$ cat config.mk
export PLATFORM = sky130hd
export DESIGN_NAME = fft8_frame_ctrl
export DESIGN_NICKNAME = d
export VERILOG_FILES = /design/src/rtl/fft8_frame_ctrl.sv
export SDC_FILE = /design/constraint.sdc
export NUM_CORES = 1
export LEC_CHECK = 0
export BUFFER_PORTS_ARGS = -buffer_cell sky130_fd_sc_hd__buf_4
export CORE_AREA = 2 2 352 354
export CTS_BUF_LIST = sky130_fd_sc_hd__clkbuf_16
export DETAILED_ROUTE_END_ITERATION = 6
export DIE_AREA = 0 0 354 356
export MAX_ROUTING_LAYER = met4
export PLACE_DENSITY = 0.51
export SKIP_LAST_GASP = 1
export SLEW_MARGIN = 0
export SYNTH_ARGS = -nofsm -noshare
export SYNTH_HDL_FRONTEND = slang
export SYNTH_SLANG_ARGS = --single-unit
$ cat constraint.sdc
create_clock -name clk -period 5 [get_ports clk]
set_input_delay 0.75 -clock clk [delete_from_list [all_inputs] [get_ports clk]]
set_output_delay 0.75 -clock clk [all_outputs]
set_load 0.01 [all_outputs]
$ cat src/rtl/fft8_frame_ctrl.sv
// fft8_frame_ctrl: frames a serial sample stream onto the parallel inputs of
// the combinational fft8 core, waits a settle window, captures the 16 result
// words and streams them back out as 8 complex beats under valid/ready.
module fft8_frame_ctrl #(
  parameter int unsigned SETTLE_CYCLES = 2
) (
  input  logic         clk,
  input  logic         rst_n,
  input  logic         in_valid,
  output logic         in_ready,
  input  logic [31:0]  in_data,
  input  logic         in_last,
  output logic [255:0] fft_a,
  input  logic [255:0] fft_xr,
  input  logic [255:0] fft_xi,
  output logic         out_valid,
  input  logic         out_ready,
  output logic [31:0]  out_re,
  output logic [31:0]  out_im,
  output logic [2:0]   out_idx,
  output logic         out_last,
  output logic         frame_err,
  output logic [15:0]  frames_done
);

  typedef enum logic [1:0] {
    ST_LOAD    = 2'd0,
    ST_SETTLE  = 2'd1,
    ST_CAPTURE = 2'd2,
    ST_UNLOAD  = 2'd3
  } state_e;

  // Counter preload: the window covers SETTLE_CYCLES cycles ending on count 0.
  localparam logic [3:0] SETTLE_INIT = 4'(SETTLE_CYCLES - 1);

  state_e      state_q, state_d;
  logic [2:0]  wr_idx_q, wr_idx_d;
  logic [2:0]  rd_idx_q, rd_idx_d;
  logic [3:0]  settle_cnt_q, settle_cnt_d;
  logic [31:0] samp_q [8];
  logic [31:0] samp_d [8];
  logic [31:0] res_re_q [8];
  logic [31:0] res_re_d [8];
  logic [31:0] res_im_q [8];
  logic [31:0] res_im_d [8];
  logic        frame_err_q, frame_err_d;
  logic [15:0] frames_done_q, frames_done_d;

  // Next-state and datapath updates for the four-phase frame sequence.
  always_comb begin
    // NOTE: every variable gets a default before the case so no path leaves
    // one unassigned; otherwise synthesis infers a latch.
    state_d       = state_q;
    wr_idx_d      = wr_idx_q;
    rd_idx_d      = rd_idx_q;
    settle_cnt_d  = settle_cnt_q;
    samp_d        = samp_q;
    res_re_d      = res_re_q;
    res_im_d      = res_im_q;
    frame_err_d   = 1'b0;
    frames_done_d = frames_done_q;

    unique case (state_q)
      ST_LOAD: begin
        // in_ready is 1 throughout LOAD, so in_valid alone is the handshake.
        if (in_valid) begin
          samp_d[wr_idx_q] = in_data;
          if (wr_idx_q == 3'd7) begin
            state_d      = ST_SETTLE;
            settle_cnt_d = SETTLE_INIT;
            wr_idx_d     = 3'd0;
          end else if (in_last) begin
            // Early in_last: restart the frame; stale lanes get overwritten.
            frame_err_d = 1'b1;
            wr_idx_d    = 3'd0;
          end else begin
            wr_idx_d = wr_idx_q + 3'd1;
          end
        end
      end

      ST_SETTLE: begin
        if (settle_cnt_q == 4'd0) begin
          state_d = ST_CAPTURE;
        end else begin
          settle_cnt_d = settle_cnt_q - 4'd1;
        end
      end

      ST_CAPTURE: begin
        for (int k = 0; k < 8; k++) begin
          res_re_d[k] = fft_xr[32*k +: 32];
          res_im_d[k] = fft_xi[32*k +: 32];
        end
        rd_idx_d = 3'd0;
        state_d  = ST_UNLOAD;
      end

      ST_UNLOAD: begin
        if (out_ready) begin
          if (rd_idx_q == 3'd7) begin
            rd_idx_d      = 3'd0;
            frames_done_d = frames_done_q + 16'd1;
            state_d       = ST_LOAD;
          end else begin
            rd_idx_d = rd_idx_q + 3'd1;
          end
        end
      end

      default: state_d = ST_LOAD;
    endcase
  end

  // State, index, counter and bank registers.
  always_ff @(posedge clk or negedge rst_n) begin
    if (!rst_n) begin
      // NOTE: the sample and result banks are reset too, not just control
      // state: fft_a and the result outputs must read zero out of reset.
      state_q       <= ST_LOAD;
      wr_idx_q      <= 3'd0;
      rd_idx_q      <= 3'd0;
      settle_cnt_q  <= 4'd0;
      frame_err_q   <= 1'b0;
      frames_done_q <= 16'd0;
      for (int k = 0; k < 8; k++) begin
        samp_q[k]   <= 32'd0;
        res_re_q[k] <= 32'd0;
        res_im_q[k] <= 32'd0;
      end
    end else begin
      // NOTE: non-blocking assignments so every flop samples pre-edge values.
      state_q       <= state_d;
      wr_idx_q      <= wr_idx_d;
      rd_idx_q      <= rd_idx_d;
      settle_cnt_q  <= settle_cnt_d;
      frame_err_q   <= frame_err_d;
      frames_done_q <= frames_done_d;
      samp_q        <= samp_d;
      res_re_q      <= res_re_d;
      res_im_q      <= res_im_d;
    end
  end

  // Pack the sample lanes onto the core input bus.
  always_comb begin
    fft_a = '0;
    for (int k = 0; k < 8; k++) begin
      fft_a[32*k +: 32] = samp_q[k];
    end
  end

  // Handshake and result outputs are decoded from state only.
  always_comb begin
    in_ready  = (state_q == ST_LOAD);
    out_valid = (state_q == ST_UNLOAD);
    out_idx   = rd_idx_q;
    out_last  = out_valid && (rd_idx_q == 3'd7);
    out_re    = out_valid ? res_re_q[rd_idx_q] : 32'd0;
    out_im    = out_valid ? res_im_q[rd_idx_q] : 32'd0;
  end

  assign frame_err   = frame_err_q;
  assign frames_done = frames_done_q;

endmodule

# Yosys cells after proc, flatten, opt, wreduce, memory -nomap -nowiden
# Index checks and enable logic that the tools add are counted.
[op_classes]
n_bitwise = 2
eq_ne = 11
n_mux = 30
reduce_logical = 11
n_lt_le_gt_ge = 3
n_addsub = 4
[ops]
columns = ["operator", "count"]
rows = [
  ["256-bit bitwise mux", 1],
  ["32-bit 2-to-1 mux", 7],
  ["32-bit binary-select mux with 3-bit select", 2],
  ["32-bit demux with 3-bit select", 1],
  ["16-bit by 1-bit adder with 16-bit output (second input constant)", 1],
  ["3-bit 2-to-1 mux", 4],
  ["4-bit 2-to-1 mux", 3],
  ["2-bit 2-to-1 mux", 5],
  ["4-bit >= comparator (second input constant)", 2],
  ["3-bit inverter with 4-bit output", 2],
  ["2-bit one-hot mux with 4 select lines", 1],
  ["4-bit one-hot mux with 2 select lines", 1],
  ["3-bit by 1-bit adder with 3-bit output (second input constant)", 2],
  ["3-bit equality test (second input constant)", 2],
  ["2-bit by 1-bit inequality test with 1-bit output (second input constant)", 3],
  ["2-bit inequality test (second input constant)", 3],
  ["3-bit one-hot mux with 2 select lines", 1],
  ["5-bit AND reduction", 1],
  ["2-bit equality test (second input constant)", 2],
  ["4-bit zero test", 1],
  ["4-bit by 1-bit less-than comparator with 1-bit output (second input constant)", 1],
  ["1-bit 2-to-1 mux", 4],
  ["2-bit AND reduction", 2],
  ["4-bit AND reduction", 1],
  ["other kinds (6)", 8],
]
[totals]
regBits = 797
out_inout_bits = 343

# Longest topological paths before layout
# Gate-level depths: netlist of run 1.
[depth]
ltp_word = 6
depth_mapped = 8

# Worst setup path before layout of run 1
# Ideal clock, no wire load.
[synth_timing]
path_type = "reg-to-output"
from = "register rd_idx_q[1], in the netlist out_idx[1]"
to = "output out_im[22]"
slack_ps = 2569
n_path_buf = 2
t_arrival_ps = 1681
stages_incl_launch_ff = 6
required_time_ps = 4250
cell_sequence = "dfrtp_1 > buf_2 > buf_2 > mux4_2 > inv_1 > a21oi_1"
[synth_between]
elab_chain_cells = 5
[synth_rtl]
columns = ["item", "line_no", "source"]
rows = [
  ["start, declared", "38", "logic [2:0] rd_idx_q, rd_idx_d;"],
  ["start signal, assigned", "135", "rd_idx_q <= rd_idx_d;"],
  ["3-bit inverter with 4-bit output (implied by the code)", "160", "out_im = out_valid ? res_im_q[rd_idx_q] : 32'd0;"],
  ["32-bit binary-select mux with 3-bit select", "160", ""],
  ["32-bit 2-to-1 mux (implied by the code) (2 in a row)", "160", ""],
  ["32-bit 2-to-1 mux", "160", ""],
  ["end, declared", "19", "output logic [31:0] out_im,"],
]
# Every way passes these cells. The select of a mux whose other input is x is not followed.

# Final worst setup path of run 1
[layout_timing]
from = "register rd_idx_q[0], in the netlist out_idx[0]"
to = "output out_re[30]"
[layout_between]
elab_chain_cells = 5
[layout_rtl]
columns = ["item", "line_no", "source"]
rows = [
  ["3-bit inverter with 4-bit output (implied by the code)", "159", "out_re = out_valid ? res_re_q[rd_idx_q] : 32'd0;"],
  ["32-bit binary-select mux with 3-bit select", "159", ""],
  ["32-bit 2-to-1 mux (implied by the code) (2 in a row)", "159", ""],
  ["32-bit 2-to-1 mux", "159", ""],
  ["end, declared", "18", "output logic [31:0] out_re,"],
]
# Every way passes these cells. The select of a mux whose other input is x is not followed.

==> flow_summary.ini, run 1 <==
[run_status]
status = complete, no violations

[power_and_ir_drop]
report.power.total_w = 0.0289
power.leakage_nw = 20.7
power.density_cell_area_nw_per_um2 = 630
ir_worst_vdd_mv = 0.274

[logic_synthesis]
yosysSeqAreaShare_pct = 58.5
postSynth.asyncResetShare_pct = 100
synth-compound-area-share_pct = 2.81
synth_xor_area_share_pct = 0.385
number_of_synthesized_register_bits = 797
synth.area.mux_share_pct = 33.7
synthDistinctLibCells = 42
postSynthAreaPerCell_um2 = 15.0
synth-warning-count = 0
synth_fp_nets = 2833
synth-adder-area-share_pct = 0.403
netlist_instances = 2273
synth-simple-area-share_pct = 1.66
postSynth.topFlopCell = dfrtp_1
synth_top_family_by_area = multiplexers
synth_edf_count = 0
summed_instance_area_of_the_synthesized_netlist_um2 = 34100

[placed_design]
finalWeightedCongestion = 0.791
dp.final_hpwl_mm = 82.2
detailed_place.area_um2 = 42900
placement.io_buffers = 891

[timing]
fin_tns_setup_ns = 0
tightestPinTransition_ns = 0.905
finalHoldViolations = 0
grt_setup_unrepaired = no
headroom_to_the_max_slew_limit_pct = 39.6
hold_ws_ns = 0.0928
setup-violations-final = 0
period_minus_slack_ns = 3.89
timing.final.max_slew_violations = 0
clock.fmax_mhz = 257
worst_clock_skew_ns = 0.0170
finalCritPeriodShare_pct = 77.8

[grt]
maximum_number_of_pins_on_one_net_before_global_route_repair = 107
number_of_antenna_violations_at_the_first_check_in_global_routing = 42
grt_pass1_vias = 23600
groute.usage.overall_pct = 18.2
grt_pass1_wl_mm = 165
gr-total-overflow = 0

[clock_network]
postCtsResizedCells = 0
hold_buffer_count_at_cts = 0
number_of_setup_buffers_added_after_cts = 0
clock_sink_count = 797
cts_buf_count = 94
cts.reportedPaths.clkPinSlew_ns = 0.05
cts_max_path_buffers = 3
cts_htree_levels = 3
cts.root.buffer_cell = clkbuf_16
cts_tree = yes
clock_insertion_delay_worst_skew_ns = 0.67

[drt]
postRouteWirelength_mm = 114
via_per_instance_ratio = 4.52
drc_violation_total_after_the_first_tritonroute_iteration = 1126
dr.pass1.iters = 5
remaining_drc_errors = 0
vias = 22200
antenna_left = 0
routedWlPerCell_um = 23.2

[setup_path]
worstPathCellList = or2_4 > o21ai_0 > a211oi_1 > buf_4
critical_path_peak_fanout = 41
criticalPathCategory = reg2out
crit_slowest_cell = dfrtp_4
critical_path.max_stage_delay_ns = 0.80
cpLargestDelayFamily = flip-flops
start_kind = register
endpoint_kind = output pin
worst_ep_arrival_time_ns = 3.14
crit_required_ns = 4.25
worstPathBufferInverterCount = 1

[die]
core_area_um2 = 123000
die_width_um = 354
initial_core_util_pct = 27.8
design.portCount = 892
placement_rows = 129
fp.dieH_um = 356
die_footprint_um2 = 126000

[layout]
area_taken_by_multi_input_logic_gates_um2 = 13400
ff_latch_area_um2 = 20000
layout.cells.most_common = buf_4
fillCellCount = 12000
final_area_um2 = 45900
post-route-util_pct = 37.4
drive_above_1_share_pct = 59.4
area_growth_pct = 34.5
mostFrequentLayoutCells = 918 x buf_4, 794 x dfrtp_1, 779 x mux2_2
nets = 3722

[job]
timing.max_cap.violations = 0

[worst_hold_path]
worstHoldPathType = in2async
## metrics by stage
| step | setup slack, ns | std cells |
|---|---|---|
| after floorplan | 2.57 | 2273 |
| after global placement | 1.70 | 4703 |
| after detailed placement | 1.56 | 4703 |
| after CTS | 1.00 | 4872 |
| after global routing | 0.891 | 4914 |
| final | 1.11 | 4915 |
## cell usage after synthesis (all sizes together) (2+ instances only)
cell type	number	share of area [%]
mux2	835	28
dfrtp	797	58
nand2	77	0.85
clkbuf	76	0.84
inv	69	0.76
a21oi	66	0.97
buf	66	0.96
mux2i	66	1.9
mux4	64	4.2
o211ai	63	1.4
xnor2	12	0.31
ha	11	0.40
nor3	7	0.10
o21ai	7	0.10
nand3	6	0.088
nor2	6	0.066
and3	5	0.092
nor2b	5	0.092
a22o	4	0.10
nand4	4	0.073
xor2	3	0.077
a22oi	2	0.044
and2	2	0.037
and4	2	0.051
nand2b	2	0.037
nor3b	2	0.044
or2	2	0.037
or3	2	0.037
## sequential cells by signal, summed over array words and instances, names as in the netlist
| register | count |
|---|---|
| state_q | 2 |
| fft_a | 256 |
| frame_err | 1 |
| frames_done | 16 |
| out_idx | 3 |
| res_im_q | 256 |
| res_re_q | 256 |
| wr_idx_q | 3 |
| settle_cnt_q | 4 |
## path summary, 6_finish.rpt
kind	from	to	slack, ns	cells past startpoint
worst max-delay path	out_idx[0]$_DFFE_PN0P_	out_re[30]	1.11	4
worst min register to register	frames_done[15]$_DFFE_PN0P_	frames_done[15]$_DFFE_PN0P_	0.48	1
worst min-delay path	rst_n	fft_a[131]$_DFFE_PN0P_	0.09	1
max in group asynchronous	rst_n	res_im_q[141]$_DFFE_PN0P_	3.76	2
worst max register to register	out_idx[0]$_DFFE_PN0P_	frames_done[9]$_DFFE_PN0P_	1.63	7
min in group clk	fft_xr[201]	res_re_q[41]$_DFFE_PN0P_	0.30	2
## where the power goes
group	switching [W]	internal (W)
Sequential	0.00168	0.00949
Clock	0.00287	0.00375
Combinational	0.00483	0.00628
## kinds of logic after synthesis
logic type	after synthesis
DFF	797
xor gates and xnor gates	15
adders and majority gates	11
and+or+nand+nor	124
buffers and inverters	211
AOI/OAI and AO/OA	150
muxes	965
## metal layers
layer	global-route usage (%)	share of wire, %
met4	6.35	2.9
met5	-	0
met3	5.39	6.6
met2	30.3	51
met1	20.8	39
## layout make-up
cell class	count	area share, %
Clock buffer	95	5.18
Timing Repair Buffer	935	15.7
Sequential cell	797	43.5
Multi-Input combinational cell	1265	29.1
Tap cell	1637	4.46
Inverter	69	0.564
Antenna cell	43	0.235
Clock inverter	74	1.17
## worst reg2reg max path: stages, from the launching register on
cell and delay [ns]:
dfrtp_4 0.80, buf_4 0.58, ha_1 0.34, ha_1 0.28, nand3_1 0.31, nor3_1 0.59, and3_1 0.25, xor2_1 0.14
Power figures use the tool's default switching activity.
==> run 2, diff against run 1 <==
Clock period 5 ns to 3.74 ns, I/O delays scaled along.
==> run 2 against run 1 <==
Sequential power grew 32%. Worst hold slack worse by 0.0087 ns. Design area up 1.1%. Register-to-register slack worse by 0.84 ns. Combinational power is 37% higher. Largest cell class unchanged.
==> flow_summary.ini, run 2 (same netlist as run 1, synthesis figures left out) <==
[placed_design]
detailed_place.area_um2 = 43300
finalWeightedCongestion = 0.779
dp.final_hpwl_mm = 83.5
place.detailed.instances = 4738
placement.io_buffers = 891

[layout]
ff_latch_area_um2 = 20000
layout.cells.non_filler = 4954
area_taken_by_multi_input_logic_gates_um2 = 13400
final_area_um2 = 46400
post-route-util_pct = 37.8
mostFrequentLayoutCells = 941 x buf_4, 794 x dfrtp_1, 779 x mux2_2
drive_above_1_share_pct = 60.0
area_growth_pct = 36.0
layout.cells.most_common = buf_4
fillCellCount = 12000
nets = 3761

[grt]
groute.usage.overall_pct = 18.4
gr-total-overflow = 0
grt_pass1_vias = 24300
maximum_number_of_pins_on_one_net_before_global_route_repair = 93
number_of_antenna_violations_at_the_first_check_in_global_routing = 39
grt_pass1_wl_mm = 166

[timing]
fin_tns_setup_ns = 0
worst_clock_skew_ns = 0.0306
tightestPinTransition_ns = 1.02
clock.fmax_mhz = 289
grt_setup_unrepaired = no
period_minus_slack_ns = 3.46
headroom_to_the_max_slew_limit_pct = 32.0
finalHoldViolations = 0
setup-violations-final = 0
timing.final.max_slew_violations = 0
finalCritPeriodShare_pct = 92.6

[clock_network]
cts_buf_count = 97
cts.root.buffer_cell = clkbuf_16
number_of_setup_buffers_added_after_cts = 0
cts_max_path_buffers = 3
cts_htree_levels = 3
clock_insertion_delay_worst_skew_ns = 0.70
cts.reportedPaths.clkPinSlew_ns = 0.06
cts_tree = yes
clock_sink_count = 797

[setup_path]
critical_path_peak_fanout = 23
criticalPathCategory = reg2out
start_kind = register
endpoint_kind = output pin
worst_ep_arrival_time_ns = 2.90
crit_required_ns = 3.18

[power_and_ir_drop]
ir_worst_vdd_mv = 0.420
power.leakage_nw = 20.9
report.power.total_w = 0.0391
power.density_cell_area_nw_per_um2 = 842

[drt]
vias = 22500
remaining_drc_errors = 0
antenna_left = 0
dr.pass1.iters = 5
drc_violation_total_after_the_first_tritonroute_iteration = 1076
postRouteWirelength_mm = 115
via_per_instance_ratio = 4.54
routedWlPerCell_um = 23.2

[die]
die_width_um = 354
core_area_um2 = 123000
initial_core_util_pct = 27.8
fp.dieH_um = 356
die_footprint_um2 = 126000
design.portCount = 892
placement_rows = 129

[run_status]
status = complete, no violations

[worst_hold_path]
worstHoldPathType = in2reg

[job]
timing.max_cap.violations = 0
run 2: cell types whose count changed in the layout (fill, tap and decap cells not counted), moves of 2 or more:
cell and change:
inv_1 +4, buf_4 +23, clkinvlp_4 +5, clkinv_1 -6
clkbuf_16 +5, buf_12 +12, diode_2 -2, clkinv_8 -2
run 2: path summary, 6_finish.rpt:
check | slack [ns] | depth (start not counted) | start | to
hold / removal | 0.08 | 2 | fft_xr[200] | res_re_q[40]$_DFFE_PN0P_
max in group asynchronous | 2.12 | 4 | rst_n | frames_done[13]$_DFFE_PN0P_
setup reg to reg | 0.79 | 5 | state_q[0]$_DFFE_PN0P_ | fft_a[14]$_DFFE_PN0P_
min in group asynchronous | 0.50 | 2 | rst_n | fft_a[195]$_DFFE_PN0P_
hold reg to reg | 0.49 | 1 | fft_a[8]$_DFFE_PN0P_ | fft_a[8]$_DFFE_PN0P_
setup / recovery | 0.28 | 6 | out_idx[0]$_DFFE_PN0P_ | out_re[22]
run 2: worst max-delay path, stage by stage (launching register included):
cell and delay (ns):
dfrtp_4 0.63, nor2b_4 0.69, buf_4 0.35, nand2_1 0.07, o211ai_1 0.11, a21oi_1 0.09
buf_4 0.21
run 2: layout make-up:
cell class | instances | share of cell area, %
Sequential cell | 797 | 43.0
Antenna cell | 41 | 0.221
Clock inverter | 74 | 1.11
Tap cell | 1637 | 4.41
Timing Repair Buffer | 971 | 16.5
Inverter | 69 | 0.558
Multi-Input combinational cell | 1265 | 28.8
Clock buffer | 100 | 5.39
run 2: stage by stage:
stage,hold WS (ns),worst slack (ns)
floorplan,0.265,1.50
global placement,0.467,0.853
detailed placement,0.479,0.807
CTS,0.00284,0.116
global route,0.0235,0.0946
finish,0.0841,0.277
run 2: timing repair:
item                                   CTS  global route
endpoints found under the hold margin   44             0
hold buffers                             1             0
gates resized for setup                  0             0
run 2: per-layer routing:
metal,global-route usage (%),part of all wire (%),routed length (um),vias to the layer above
met5,-,0,0,-
met4,7.94,3.2,3690,0
met3,5.73,6.7,7690,175
met2,30.0,51,58200,615
met1,20.8,39,45100,11600
li1,-,-,-,10100
run 2: power by group:
group          switching, W  leakage [nW]  total (W)  internal, W
clock               0.00385          1.53    0.00902      0.00517
combinational       0.00665          9.68     0.0152      0.00856
sequential          0.00214          9.73     0.0148       0.0127
total                0.0126          20.9     0.0391       0.0264
